<file path="config.mk">
export PLATFORM = sky130hd
export DESIGN_NAME = tx_rx_switch_ctrl
export DESIGN_NICKNAME = d
export VERILOG_FILES = /design/src/rtl/tx_rx_switch_ctrl.sv
export SDC_FILE = /design/constraint.sdc
export NUM_CORES = 1
export LEC_CHECK = 0
export ABC_AREA = 0
export ABC_CLOCK_PERIOD_IN_PS = 8500
export CORE_AREA = 4 4 130 132
export DETAILED_ROUTE_END_ITERATION = 8
export DIE_AREA = 0 0 134 136
export PLACE_DENSITY_LB_ADDON = 0.08
export REMOVE_ABC_BUFFERS = 1
export SYNTH_ARGS = -nofsm -noshare
export SYNTH_HDL_FRONTEND = slang
export SYNTH_SLANG_ARGS = --single-unit
</file>
<file path="constraint.sdc">
create_clock -name clk -period 8.5 [get_ports clk]
set_input_delay 2.125 -clock clk [delete_from_list [all_inputs] [get_ports clk]]
set_output_delay 2.125 -clock clk [all_outputs]
set_load 0.02 [all_outputs]
</file>
<file path="src/rtl/tx_rx_switch_ctrl.sv">
// T/R antenna-switch and receiver-blanking controller driven by the TX-on detector.
// Measures per-frame RF airtime and BB-end tail, and aborts runaway transmissions.
module tx_rx_switch_ctrl #(
  parameter int unsigned CNT_W   = 16,
  parameter int unsigned TAIL_W  = 12,
  parameter int unsigned GUARD_W = 10
) (
  input  logic               clk,
  input  logic               rst,
  input  logic               tx_bb_is_ongoing,
  input  logic               tx_rf_is_ongoing,
  input  logic               pulse_tx_bb_end_almost,
  input  logic [GUARD_W-1:0] post_guard_top,
  input  logic [CNT_W-1:0]   max_tx_top,
  input  logic               wd_err_clr,
  output logic               rx_blank,
  output logic               tx_ant_sel,
  output logic [CNT_W-1:0]   tx_airtime,
  output logic [TAIL_W-1:0]  tail_cnt,
  output logic               meas_valid,
  output logic               wd_err,
  output logic [2:0]         state_dbg
);

  typedef enum logic [2:0] {
    StIdle  = 3'd0,
    StTxBb  = 3'd1,
    StTxRf  = 3'd2,
    StGuard = 3'd3,
    StAbort = 3'd4
  } state_e;

  state_e state_q, state_d;

  logic [CNT_W-1:0]   wd_q, wd_d;
  logic [CNT_W-1:0]   air_q, air_d;
  logic [TAIL_W-1:0]  tail_q, tail_d;
  logic               armed_q, armed_d;
  logic [GUARD_W-1:0] guard_q, guard_d;
  logic [CNT_W-1:0]   tx_airtime_q, tx_airtime_d;
  logic [TAIL_W-1:0]  tail_cnt_q, tail_cnt_d;
  logic               meas_valid_q, meas_valid_d;
  logic               wd_err_q, wd_err_d;

  logic               in_tx;
  logic               in_rf;
  logic               wd_fire;
  logic               enter_tx;
  logic               enter_rf;
  logic               leave_rf;
  logic               enter_guard;
  logic               enter_abort;
  logic [CNT_W-1:0]   air_inc;
  logic [CNT_W-1:0]   wd_inc;
  logic [TAIL_W-1:0]  tail_inc;

  assign in_tx = (state_q == StTxBb) || (state_q == StTxRf);
  assign in_rf = (state_q == StTxRf);

  // wd_q holds the number of TX cycles already completed in this episode
  assign wd_fire = in_tx && (max_tx_top != '0) && (wd_q == (max_tx_top - CNT_W'(1)));

  // Counts including the current TX_RF cycle, saturating at all-ones
  assign air_inc  = (&air_q) ? air_q : air_q + CNT_W'(1);
  assign wd_inc   = (&wd_q) ? wd_q : wd_q + CNT_W'(1);
  assign tail_inc = (in_rf && armed_q && !(&tail_q)) ? tail_q + TAIL_W'(1) : tail_q;

  // State register
  always_ff @(posedge clk) begin
    if (rst) begin
      state_q <= StIdle;
    end else begin
      state_q <= state_d;
    end
  end

  // Next-state logic; rf has priority over bb, watchdog overrides TX transitions
  always_comb begin
    state_d = state_q;
    unique case (state_q)
      StIdle: begin
        if (tx_rf_is_ongoing) begin
          state_d = StTxRf;
        end else if (tx_bb_is_ongoing) begin
          state_d = StTxBb;
        end
      end
      StTxBb: begin
        if (wd_fire) begin
          state_d = StAbort;
        end else if (tx_rf_is_ongoing) begin
          state_d = StTxRf;
        end else if (!tx_bb_is_ongoing) begin
          state_d = StGuard;
        end
      end
      StTxRf: begin
        if (wd_fire) begin
          state_d = StAbort;
        end else if (!tx_rf_is_ongoing) begin
          state_d = StGuard;
        end
      end
      StGuard: begin
        if (tx_rf_is_ongoing) begin
          state_d = StTxRf;
        end else if (tx_bb_is_ongoing) begin
          state_d = StTxBb;
        end else if (guard_q == '0) begin
          state_d = StIdle;
        end
      end
      StAbort: begin
        if (!tx_bb_is_ongoing && !tx_rf_is_ongoing) begin
          state_d = StGuard;
        end
      end
      default: state_d = StIdle;
    endcase
  end

  // Moore outputs decoded from the state register
  always_comb begin
    rx_blank   = 1'b1;
    tx_ant_sel = 1'b0;
    unique case (state_q)
      StIdle:  rx_blank   = 1'b0;
      StTxRf:  tx_ant_sel = 1'b1;
      default: ;
    endcase
  end

  assign state_dbg = state_q;

  assign enter_tx    = ((state_q == StIdle) || (state_q == StGuard)) &&
                       ((state_d == StTxBb) || (state_d == StTxRf));
  assign enter_rf    = (state_d == StTxRf) && !in_rf;
  assign leave_rf    = in_rf && (state_d != StTxRf);
  assign enter_guard = (state_d == StGuard) && (state_q != StGuard);
  assign enter_abort = (state_d == StAbort) && (state_q != StAbort);

  // Counter and measurement next-state
  always_comb begin
    wd_d         = wd_q;
    air_d        = air_q;
    tail_d       = tail_q;
    armed_d      = armed_q;
    guard_d      = guard_q;
    tx_airtime_d = tx_airtime_q;
    tail_cnt_d   = tail_cnt_q;
    meas_valid_d = 1'b0;
    wd_err_d     = wd_err_q;

    // TX_BB -> TX_RF keeps counting; only a fresh TX episode restarts the watchdog
    if (enter_tx) begin
      wd_d = '0;
    end else if (in_tx) begin
      wd_d = wd_inc;
    end

    if (enter_rf) begin
      air_d   = '0;
      tail_d  = '0;
      armed_d = 1'b0;
    end else if (in_rf) begin
      air_d  = air_inc;
      tail_d = tail_inc;
      if (pulse_tx_bb_end_almost) begin
        armed_d = 1'b1;
      end
    end

    if (leave_rf) begin
      tx_airtime_d = air_inc;
      tail_cnt_d   = tail_inc;
      meas_valid_d = 1'b1;
    end

    if (enter_guard) begin
      guard_d = post_guard_top;
    end else if ((state_q == StGuard) && (guard_q != '0)) begin
      guard_d = guard_q - GUARD_W'(1);
    end

    if (enter_abort) begin
      wd_err_d = 1'b1;
    end else if (wd_err_clr) begin
      wd_err_d = 1'b0;
    end
  end

  always_ff @(posedge clk) begin
    if (rst) begin
      wd_q         <= '0;
      air_q        <= '0;
      tail_q       <= '0;
      armed_q      <= 1'b0;
      guard_q      <= '0;
      tx_airtime_q <= '0;
      tail_cnt_q   <= '0;
      meas_valid_q <= 1'b0;
      wd_err_q     <= 1'b0;
    end else begin
      wd_q         <= wd_d;
      air_q        <= air_d;
      tail_q       <= tail_d;
      armed_q      <= armed_d;
      guard_q      <= guard_d;
      tx_airtime_q <= tx_airtime_d;
      tail_cnt_q   <= tail_cnt_d;
      meas_valid_q <= meas_valid_d;
      wd_err_q     <= wd_err_d;
    end
  end

  assign tx_airtime = tx_airtime_q;
  assign tail_cnt   = tail_cnt_q;
  assign meas_valid = meas_valid_q;
  assign wd_err     = wd_err_q;

endmodule

</file>
==> reports/metrics.yaml <==
power:
  ir_drop_mv: 0.110
  power_density_mw_per_mm2: 168
  p_leak_nw: 1.94
detailed_routing:
  vias_per_cell: 4.95
  num_vias: 4251
  antenna_left: 0
  routedWlPerCell_um: 14.7
  drt-pass1-iter-count: 4
  drt_iter0_drc: 192
  wirelength_um: 12600
  drc_errors: 0
sta:
  rsz0062_at_grt: "false"
  clock.fmax_mhz: 181
  timing.final.crit_share: 0.648
  slew_violations: 0
  fin_crit_ps: 5510
  setup_viol_count_final: 0
  max_slew_margin: 0.503
  worst_slew_pin_slew_ps: 735
  final_hold_viol_count: 0
  finalSetupTns_ps: 0
  clock_skew_ps: 11.5
logic_synthesis:
  synth_warnings: 0
  synthFlopType: "dfxtp_1"
  synth_top_area_frac: 0.367
  ys_seq_area_frac: 0.367
  synth_area_leaders: "dfxtp_1 37%, xnor2_1 6.2%, xor2_1 6.0%"
  synth_edf_count: 0
  synth_area_per_cell_um2: 8.13
  ys_seq_elements: 88
  syn_area_mm2: 0.00480
  synth_cell_types: 61
  postSynthCellCount: 591
  yosys.area.top_type: "dfxtp_1"
  async_flop_share: 0
worst_setup_path:
  cp-end-kind: "flop"
  critPathMaxFanout: 22
  critical_path_class: "in -> reg"
  crit_path_top_delay_cell: "nor4b_1"
  cp.required_ps: 8730
  r2r_cells: 10
  ff2ff_setup_slack_ps: 5330
  arrival_ps: 5740
  cpPeakStageDelay_ps: 630
  start_kind: "input port"
  crit_chain: "clkdlybuf4s50_1, inv_1, ha_1, nor4b_1, nand2_1, o311ai_0, nor2_1, nor4_4, a21boi_2, nor2_2, buf_4, mux2_2"
placed_design:
  io_buffers: 66
  dp.cells: 844
  place_congestion: 0.821
  dp_hpwl_um: 8850
clock_tree:
  cts.clk_slew.worst_paths_ps: 60
  cts_max_level: 3
  cts_tree: "yes"
  root_buffer: "clkbuf_16"
  cts_setup_buffers: 0
  clock_path_buffers: 2
  clk_latency_ps: 350
  cts_sinks: 88
  cts_made_buffers: 9
  hold_buffers: 0
  cts-resized-gates: 0
floorplan:
  die_area_mm2: 0.0182
  die_h_um: 136
  initial_core_util: 0.306
  die_x_um: 134
  num_io_pins: 67
  rows: 46
  core-area_mm2: 0.0157
grt:
  grtUsageMet3: 0.0426
  use_met2: 0.228
  use_met1: 0.192
  grt_use_total: 0.144
  antenna_found_initial: 0
  top_usage_layer: "met2"
  grt_max_degree: 62
  grt_pass1_wl_um: 21100
  overflow: 0
  grt_pass1_vias: 4090
final_layout:
  nets: 676
  multiInputGateArea_mm2: 0.00283
  diodes: 0
  n_fill_cell: 1632
  seq_area_mm2: 0.00176
  instances_no_fill: 858
  areaGrowthSynthToFinish_pct: 23.1
  drive_above_1_share: 0.0561
hold_path:
  worstHoldPathType: "reg -> reg"
  min_path_cells: 2
run:
  cap_violations: 0
status:
  status: "complete, no violations"
final cells by class:
type	count	share of cell area
clock buffers	10	0.0404
clock inverters	4	0.0118
inverters	15	0.00952
multi-input cells	455	0.479
flip-flops and latches	88	0.298
well taps	216	0.0457
repair buffers	70	0.116
sequential cells by signal (all words and copies together) (netlist names), 3 cells and up:
signal and flops:
air_q 16, guard_q 10, state_dbg 3, tail_cnt 12
tail_q 12, tx_airtime 16, wd_q 16
routing by layer:
metal	wire [um]	part of all wire
met5	0	0
met1	6260	0.50
met3	557	0.044
met4	149	0.012
met2	5610	0.45
synthesized netlist by cell type (all sizes together), types with 4 or more instances:
library cell and instances:
a211oi 22, a21oi 35, a31oi 7, and3 6
and4 5, buf 8, clkbuf 25, dfxtp 88
ha 5, inv 15, mux2i 10, nand2 47
nand2b 8, nand3 32, nand4 16, nor2 62
nor3 46, nor4 12, o21ai 16, or2 4
or3 13, or4 4, xnor2 34, xor2 33
stage by stage:
stage	utilization	hold slack, ps	setup WS, ps	total power, W	instance area [um^2]
floorplan	-	461	3360	0.000521	4650
global placement	0.357	454	2770	0.000582	5610
detailed placement	0.357	448	2600	0.000583	5610
CTS	0.376	463	2950	0.00101	5910
global route	0.376	485	2680	0.00104	5910
finish	0.376	460	2990	0.000994	5910
worst max-delay path, delay by kind of cell:
kind            cells  cell delay [ps]
buf+inv             3              890
fa+ha+maj           1              240
simple gates        5             1510
compound gates      2              570
mux                 1              370
cell families after synthesis:
| logic type | share of synthesized area |
|---|---|
| buffers and inverters | 0.0438 |
| and+or+nand+nor | 0.287 |
| xor gates and xnor gates | 0.122 |
| AOI/OAI and AO/OA | 0.144 |
| muxes | 0.0232 |
| adders and majority gates | 0.0130 |
| DFF | 0.367 |
cells in the final DEF, fill, tap and decap left out, types with 7 or more instances in the layout:
cell	netlist	routed
a211oi_1	22	22
a21oi_1	34	34
a31oi_1	7	7
clkbuf_16	0	9
clkdlybuf4s50_1	0	65
dfxtp_1	88	88
inv_1	15	15
mux2i_1	10	10
nand2_1	47	47
nand2b_1	8	8
nand3_1	32	32
nand4_1	16	16
nor2_1	61	61
nor3_1	42	42
nor4_1	10	10
o21ai_0	15	15
or3_1	13	13
xnor2_1	34	34
xor2_1	33	33
worst paths after layout:
path,to,start
setup / recovery,tail_cnt[9],max_tx_top[0]
hold / removal,tail_cnt[4],tail_cnt[4]
setup reg to reg,tail_cnt[9],state_dbg[1]
hold reg to reg,tail_cnt[4],tail_cnt[4]
where the power goes:
part           switching, W  internal [W]
registers         0.0000116      0.000425
clock network      0.000160      0.000261
logic             0.0000795     0.0000567
Note: power is estimated with default switching activity, not from simulation.
